## src/rtl/mac_vec_feeder.sv

```systemverilog
// mac_vec_feeder: buffers an N-pair vector, streams it into the MAC and returns the dot product
module mac_vec_feeder #(
    parameter int W    = 10,
    parameter int N    = 8,
    parameter int ACCW = 20
) (
    input  logic            clk,
    input  logic            reset,
    input  logic            s_valid,
    output logic            s_ready,
    input  logic [W-1:0]    s_a,
    input  logic [W-1:0]    s_b,
    output logic [W-1:0]    mac_a,
    output logic [W-1:0]    mac_b,
    output logic            mac_valid,
    output logic            mac_clr,
    input  logic [ACCW-1:0] mac_f,
    input  logic            mac_valid_out,
    output logic            m_valid,
    input  logic            m_ready,
    output logic [ACCW-1:0] m_data,
    output logic            err
);
    localparam int CW = $clog2(N + 1);
    localparam int AW = $clog2(N);
    localparam logic [CW-1:0] LAST = CW'(N - 1);
    typedef enum logic [2:0] {LOAD, ISSUE, DRAIN, OUT, CLEAR} state_t;
    state_t state_q, state_d;
    logic [CW-1:0] wr_ptr_q, wr_ptr_d, rd_ptr_q, rd_ptr_d, res_cnt_q, res_cnt_d;
    logic [W-1:0] mem_a_q [N];
    logic [W-1:0] mem_a_d [N];
    logic [W-1:0] mem_b_q [N];
    logic [W-1:0] mem_b_d [N];
    logic [W-1:0] mac_a_q, mac_a_d, mac_b_q, mac_b_d;
    logic [ACCW-1:0] m_data_q, m_data_d;
    logic s_ready_q, s_ready_d, mac_valid_q, mac_valid_d, mac_clr_q, mac_clr_d;
    logic m_valid_q, m_valid_d, err_q, err_d, done_q, done_d, busy;
    always_comb begin
        state_d = state_q;
        wr_ptr_d = wr_ptr_q;
        rd_ptr_d = rd_ptr_q;
        res_cnt_d = res_cnt_q;
        mem_a_d = mem_a_q;
        mem_b_d = mem_b_q;
        mac_a_d = mac_a_q;
        mac_b_d = mac_b_q;
        m_data_d = m_data_q;
        done_d = done_q;
        busy = (state_q == ISSUE) || (state_q == DRAIN);
        err_d = err_q || (mac_valid_out && !busy);
        // results may complete while issue is still running; done remembers that
        if (busy && !done_q && mac_valid_out) begin
            res_cnt_d = (res_cnt_q == LAST) ? '0 : res_cnt_q + CW'(1);
            m_data_d = (res_cnt_q == LAST) ? mac_f : m_data_q;
            done_d = (res_cnt_q == LAST);
        end
        case (state_q)
            LOAD: if (s_valid && s_ready_q) begin
                mem_a_d[wr_ptr_q[AW-1:0]] = s_a;
                mem_b_d[wr_ptr_q[AW-1:0]] = s_b;
                wr_ptr_d = (wr_ptr_q == LAST) ? '0 : wr_ptr_q + CW'(1);
                state_d = (wr_ptr_q == LAST) ? ISSUE : LOAD;
            end
            ISSUE: begin
                mac_a_d = mem_a_q[rd_ptr_q[AW-1:0]];
                mac_b_d = mem_b_q[rd_ptr_q[AW-1:0]];
                rd_ptr_d = (rd_ptr_q == LAST) ? '0 : rd_ptr_q + CW'(1);
                state_d = (rd_ptr_q != LAST) ? ISSUE : done_d ? OUT : DRAIN;
            end
            DRAIN: state_d = done_d ? OUT : DRAIN;
            OUT: begin
                done_d = 1'b0;
                state_d = (m_valid_q && m_ready) ? CLEAR : OUT;
            end
            CLEAR: state_d = LOAD;
            default: state_d = LOAD;
        endcase
        s_ready_d = (state_d == LOAD);
        mac_valid_d = (state_q == ISSUE);
        m_valid_d = (state_d == OUT);
        mac_clr_d = (state_d == CLEAR);
    end
    always_ff @(posedge clk or negedge reset) begin
        if (!reset) begin
            state_q <= LOAD;
            wr_ptr_q <= '0;
            rd_ptr_q <= '0;
            res_cnt_q <= '0;
            mem_a_q <= '{default: '0};
            mem_b_q <= '{default: '0};
            mac_a_q <= '0;
            mac_b_q <= '0;
            m_data_q <= '0;
            s_ready_q <= 1'b0;
            mac_valid_q <= 1'b0;
            mac_clr_q <= 1'b0;
            m_valid_q <= 1'b0;
            err_q <= 1'b0;
            done_q <= 1'b0;
        end else begin
            state_q <= state_d;
            wr_ptr_q <= wr_ptr_d;
            rd_ptr_q <= rd_ptr_d;
            res_cnt_q <= res_cnt_d;
            mem_a_q <= mem_a_d;
            mem_b_q <= mem_b_d;
            mac_a_q <= mac_a_d;
            mac_b_q <= mac_b_d;
            m_data_q <= m_data_d;
            s_ready_q <= s_ready_d;
            mac_valid_q <= mac_valid_d;
            mac_clr_q <= mac_clr_d;
            m_valid_q <= m_valid_d;
            err_q <= err_d;
            done_q <= done_d;
        end
    end
    assign s_ready = s_ready_q;
    assign mac_a = mac_a_q;
    assign mac_b = mac_b_q;
    assign mac_valid = mac_valid_q;
    assign mac_clr = mac_clr_q;
    assign m_valid = m_valid_q;
    assign m_data = m_data_q;
    assign err = err_q;
endmodule

```

## config.mk

```make
export PLATFORM = sky130hd
export DESIGN_NAME = mac_vec_feeder
export DESIGN_NICKNAME = d
export VERILOG_FILES = /design/src/rtl/mac_vec_feeder.sv
export SDC_FILE = /design/constraint.sdc
export NUM_CORES = 1
export LEC_CHECK = 0
export CAP_MARGIN = 15
export CORE_UTILIZATION = 29
export DETAILED_ROUTE_END_ITERATION = 10
export GPL_TIMING_DRIVEN = 0
export PLACE_DENSITY_LB_ADDON = 0.1
export SLEW_MARGIN = 20
export SYNTH_ARGS = -nofsm -noshare
export SYNTH_HDL_FRONTEND = slang
export SYNTH_SLANG_ARGS = --single-unit
```

## constraint.sdc

```tcl
create_clock -name clk -period 4.73 [get_ports clk]
set_input_delay 1.419 -clock clk [delete_from_list [all_inputs] [get_ports clk]]
set_output_delay 1.419 -clock clk [all_outputs]
set_load 0.1 [all_outputs]
```

Word level (Yosys, flattened, before mapping) --
Cells that the tools add are included.
Operators by class: bitwise gates (word level) 2, add/subtract/negate cells 3, multiplexer cells 21, $lt $le $gt $ge 3, eq/ne operators 9, reduce and logical (&&, ||, !) cells 14
Operators by type and width (count):
- $bwmux W80 | 2
- $bmux W10 S3 | 2
- $mux W10 | 5
- $demux W10 S3 | 1
- $add A4 B1 Y4 const B | 3
- $eq A4 B3 Y1 const B | 3
- $mux W4 | 3
- $pmux W3 S4 | 1
- $eq A3 B2 Y1 const B | 3
- $mux W3 | 3
- $ge A4 B4 Y1 const B | 2
- $not A3 Y4 | 2
- $logic_and A1 B1 Y1 | 6
- $logic_not A3 Y1 | 2
- $lt A4 B1 Y1 const B | 1
- $mux W1 | 4
- $ne A4 B3 Y1 const B | 1
- $reduce_and A2 Y1 | 2
- $eq A3 B1 Y1 const B | 1
- $eq A3 B3 Y1 const B | 1
- $logic_not A1 Y1 | 2
- $logic_or A1 B1 Y1 | 2
Storage, ports and cells: bits in registers 221, input port bits 45

Longest topological paths before layout --
word-level depth 9, mapped depth 7

Worst setup path after synthesis --
Ideal clock, no wire load.
path kind input-to-reg, start point input port s_valid, end point register mem_a_q[50] in the netlist's numbering, arrival time 2.720 ns, cell stages on the path 5, slack 1.885 ns, library setup time 0.125 ns, buffers on the path 1, cells stage by stage nand4bb_1 > or2_4 > or4_4 > buf_6 > mux2_4
Between the ends: longest elaborated chain between the ends 2
RTL lines:
- start, declared | line 9 | input logic s_valid,
- $logic_and A1 B1 Y1 | line 58 | LOAD: if (s_valid && s_ready_q) begin
- $reduce_and A2 Y1 (no line)
- end signal, assigned | line 105 | mem_a_q <= mem_a_d;
- end, declared | line 30 | logic [W-1:0] mem_a_q [N];
No other way between the ends. A chain may end at the register's enable or synchronous reset.

Worst setup path in the final report --
start point register m_valid_q, in the netlist m_valid, end point output port m_valid
RTL lines:
- start, declared | line 37 | logic m_valid_q, m_valid_d, err_q, err_d, done_q, done_d, busy;
- start signal, assigned | line 113 | m_valid_q <= m_valid_d;
- end, declared | line 19 | output logic m_valid,
No word-level cell between the ends.

==> qor.yml <==
synthesis:
  syn_nets: 652
  synth_common_cells: "dfrtp_1, mux2_2, mux4_2, mux2_4, nor2_1"
  synth_area_per_cell_sq_um: 15.9
  ys_seq_area_frac: 0.575
  ys_types: 37
  yosys_warnings: 0
  synthArstFlopShare: 1.00
  synth.area.top_cells: "dfrtp_1, mux2_2, mux4_2, mux2_4, mux2i_1"
  synth_area_sq_um: 9610
  synth_top_cell_area_share: 0.575
  synthFlopType: "dfrtp_1"
  synth_enable_flop_cells: 0
  synthCells: 604
  synth.ff_latch_count: 221
  synth.most_common_cell: "dfrtp_1"
  synth_area_leader_cell: "dfrtp_1"
clock_network:
  path_clk_slew_ns: 0.05
  clock_sinks: 221
  cts_tree: "done"
  cts_buffers: 27
  cts_resized: 0
  cts-hold-fix-buffers: 0
  max-clock-path-buffers: 3
  post_cts_buffers: 0
  ctsHtreeMaxLevel: 1
  clkLatencyLatePin_ns: 0.53
  clock-root-buffer: "clkbuf_16"
sta:
  final.hold.worst_slack_ns: 0.464
  slew_viol_final: 0
  min_period_ns: 3.50
  setup_ws_ns: 1.23
  hold_violations: 0
  tightest_slew_ns: 1.02
  fmax_mhz: 286
  grt_setup_unrepaired: "no"
  maxSlewHeadroom: 0.318
  setup-tns-final_ns: 0
  setup_viol: 0
  clock_skew_ns: 0.0154
  post-route-period-util: 0.739
floorplan:
  die_area_sq_um: 33900
  start_util: 0.295
  rows: 66
  core_sq_um: 32600
  io_pins: 90
  die_w_um: 184
  die_h_um: 184
worst_setup_path:
  startpoint_type: "flop"
  crit_path_max_fanout: 4
  critical_path_class: "reg -> out"
  critPathMaxStageDelay_ns: 1.16
  worstPathArrival_ns: 2.08
  crit_chain: "clkdlybuf4s50_1"
  slowest_stage: "clkdlybuf4s50_1"
  required_ns: 3.31
  cpLargestDelayFamily: "buffers and inverters"
  setup.worst_path.end_class: "output pin"
  path_buf_inv: 1
drt:
  postRouteAntennaNets: 0
  drt_first_pass_iters: 4
  finalWirelength_um: 23700
  post_drt_wl_per_cell_um: 20.0
  vias: 5491
  via_per_inst: 4.64
  drc_errors: 0
  drt_iter0_markers: 197
final_layout:
  fin_cells: 1184
  drive_gt1_frac: 0.399
  final_util: 0.368
  layout.nets: 772
  nFillCells: 3062
  final_area_sq_um: 12000
  syn_to_final_growth_pct: 24.8
  antenna_cells: 0
hold_path:
  hold_path_class: "reg -> reg"
placed_design:
  dp.cells: 1137
  dp_hpwl_um: 14900
  placed_cell_area_sq_um: 11100
  portBuffers: 89
  place.gp.congestion: 0.713
  post-place-ws_ns: 1.10
power:
  powerDensity_nw_per_um2: 768
  total_power_mw: 9.22
  p_leak_nw: 5.38
  ir_drop_v: 0.000371
outcome:
  outcome: "finished, final reports clean"
global_routing:
  grt_pass1_wl_um: 37100
  grt_use_total: 0.147
  grt_antenna_before_repair: 0
  grt_overflow: 0
  grt_max_degree: 92
  grt_pass1_vias: 6155
job:
  maxCapViolCount: 0
[report_power, final]
part           internal, mW  total (mW)  leakage (nW)  switching [mW]
logic                  1.69        3.99          2.13            2.30
registers              2.75        3.21          2.80           0.454
clock network          1.25        2.02         0.443           0.778
total                  5.69        9.22          5.38            3.53
[logic make-up after synthesis]
group | after synthesis | share of synthesized area
simple gates | 61 | 0.0351
buf+inv | 40 | 0.0236
xor+xnor | 4 | 0.00364
mux | 244 | 0.341
fa+ha+maj | 3 | 0.00390
compound gates | 31 | 0.0180
flops | 221 | 0.575
[worst paths after layout]
path | from | end | slack (ns) | cells past startpoint
worst max-delay path | m_valid | m_valid | 1.23 | 1
worst min-delay path | err | err | 0.46 | 1
worst max register to register | rd_ptr_q[2] | mac_a[8] | 2.42 | 5
worst min register to register | err | err | 0.46 | 1
max in group asynchronous | reset | mem_b_q[37] | 2.70 | 3
min in group asynchronous | reset | mac_a[7] | 0.89 | 1
[final cells by class]
class	count	area, sq um	share of cell area
repair buffers	91	951	0.0792
multi-input cells	343	3860	0.321
flip-flops and latches	221	5530	0.461
clock inverters	6	55.1	0.00459
clock buffers	41	828	0.0690
plain buffers	37	215	0.0179
inverters	3	11.3	0.000938
well taps	442	553	0.0461
[per-layer routing]
metal / vias up / GRT usage / wire length [um] / share of wire
met4: 0 / 0.0357 / 401 / 0.017
met3: 29 / 0.0339 / 1180 / 0.050
li1: 2467 / - / - / -
met1: 2889 / 0.196 / 10800 / 0.46
met5: - / 0 / 0 / 0
met2: 106 / 0.240 / 11300 / 0.48
[state kept, by name, summed over array words and instances, names as in the netlist]
| name | cells |
|---|---|
| m_data | 20 |
| mac_a | 10 |
| done_q | 1 |
| mem_a_q | 80 |
| res_cnt_q | 4 |
| m_valid | 1 |
| s_ready | 1 |
| mem_b_q | 80 |
| mac_clr | 1 |
| state_q | 3 |
| wr_ptr_q | 4 |
| mac_b | 10 |
| err | 1 |
| rd_ptr_q | 4 |
| mac_valid | 1 |
[cells in the final DEF, fill, tap and decap left out, drive strengths merged, types with 2 or more instances in the layout]
cell	count
mux2i	20
clkdlybuf4s50	88
dfrtp	221
clkbuf	58
nand4	4
buf	23
and2	3
nand3	3
a21oi	22
nor2	25
xnor2	3
nor3	4
mux4	40
nand2	7
ha	3
a21o	3
inv	2
nand3b	3
clkinv	6
o21ai	3
or4	5
mux2	184
Power figures use the tool's default switching activity.
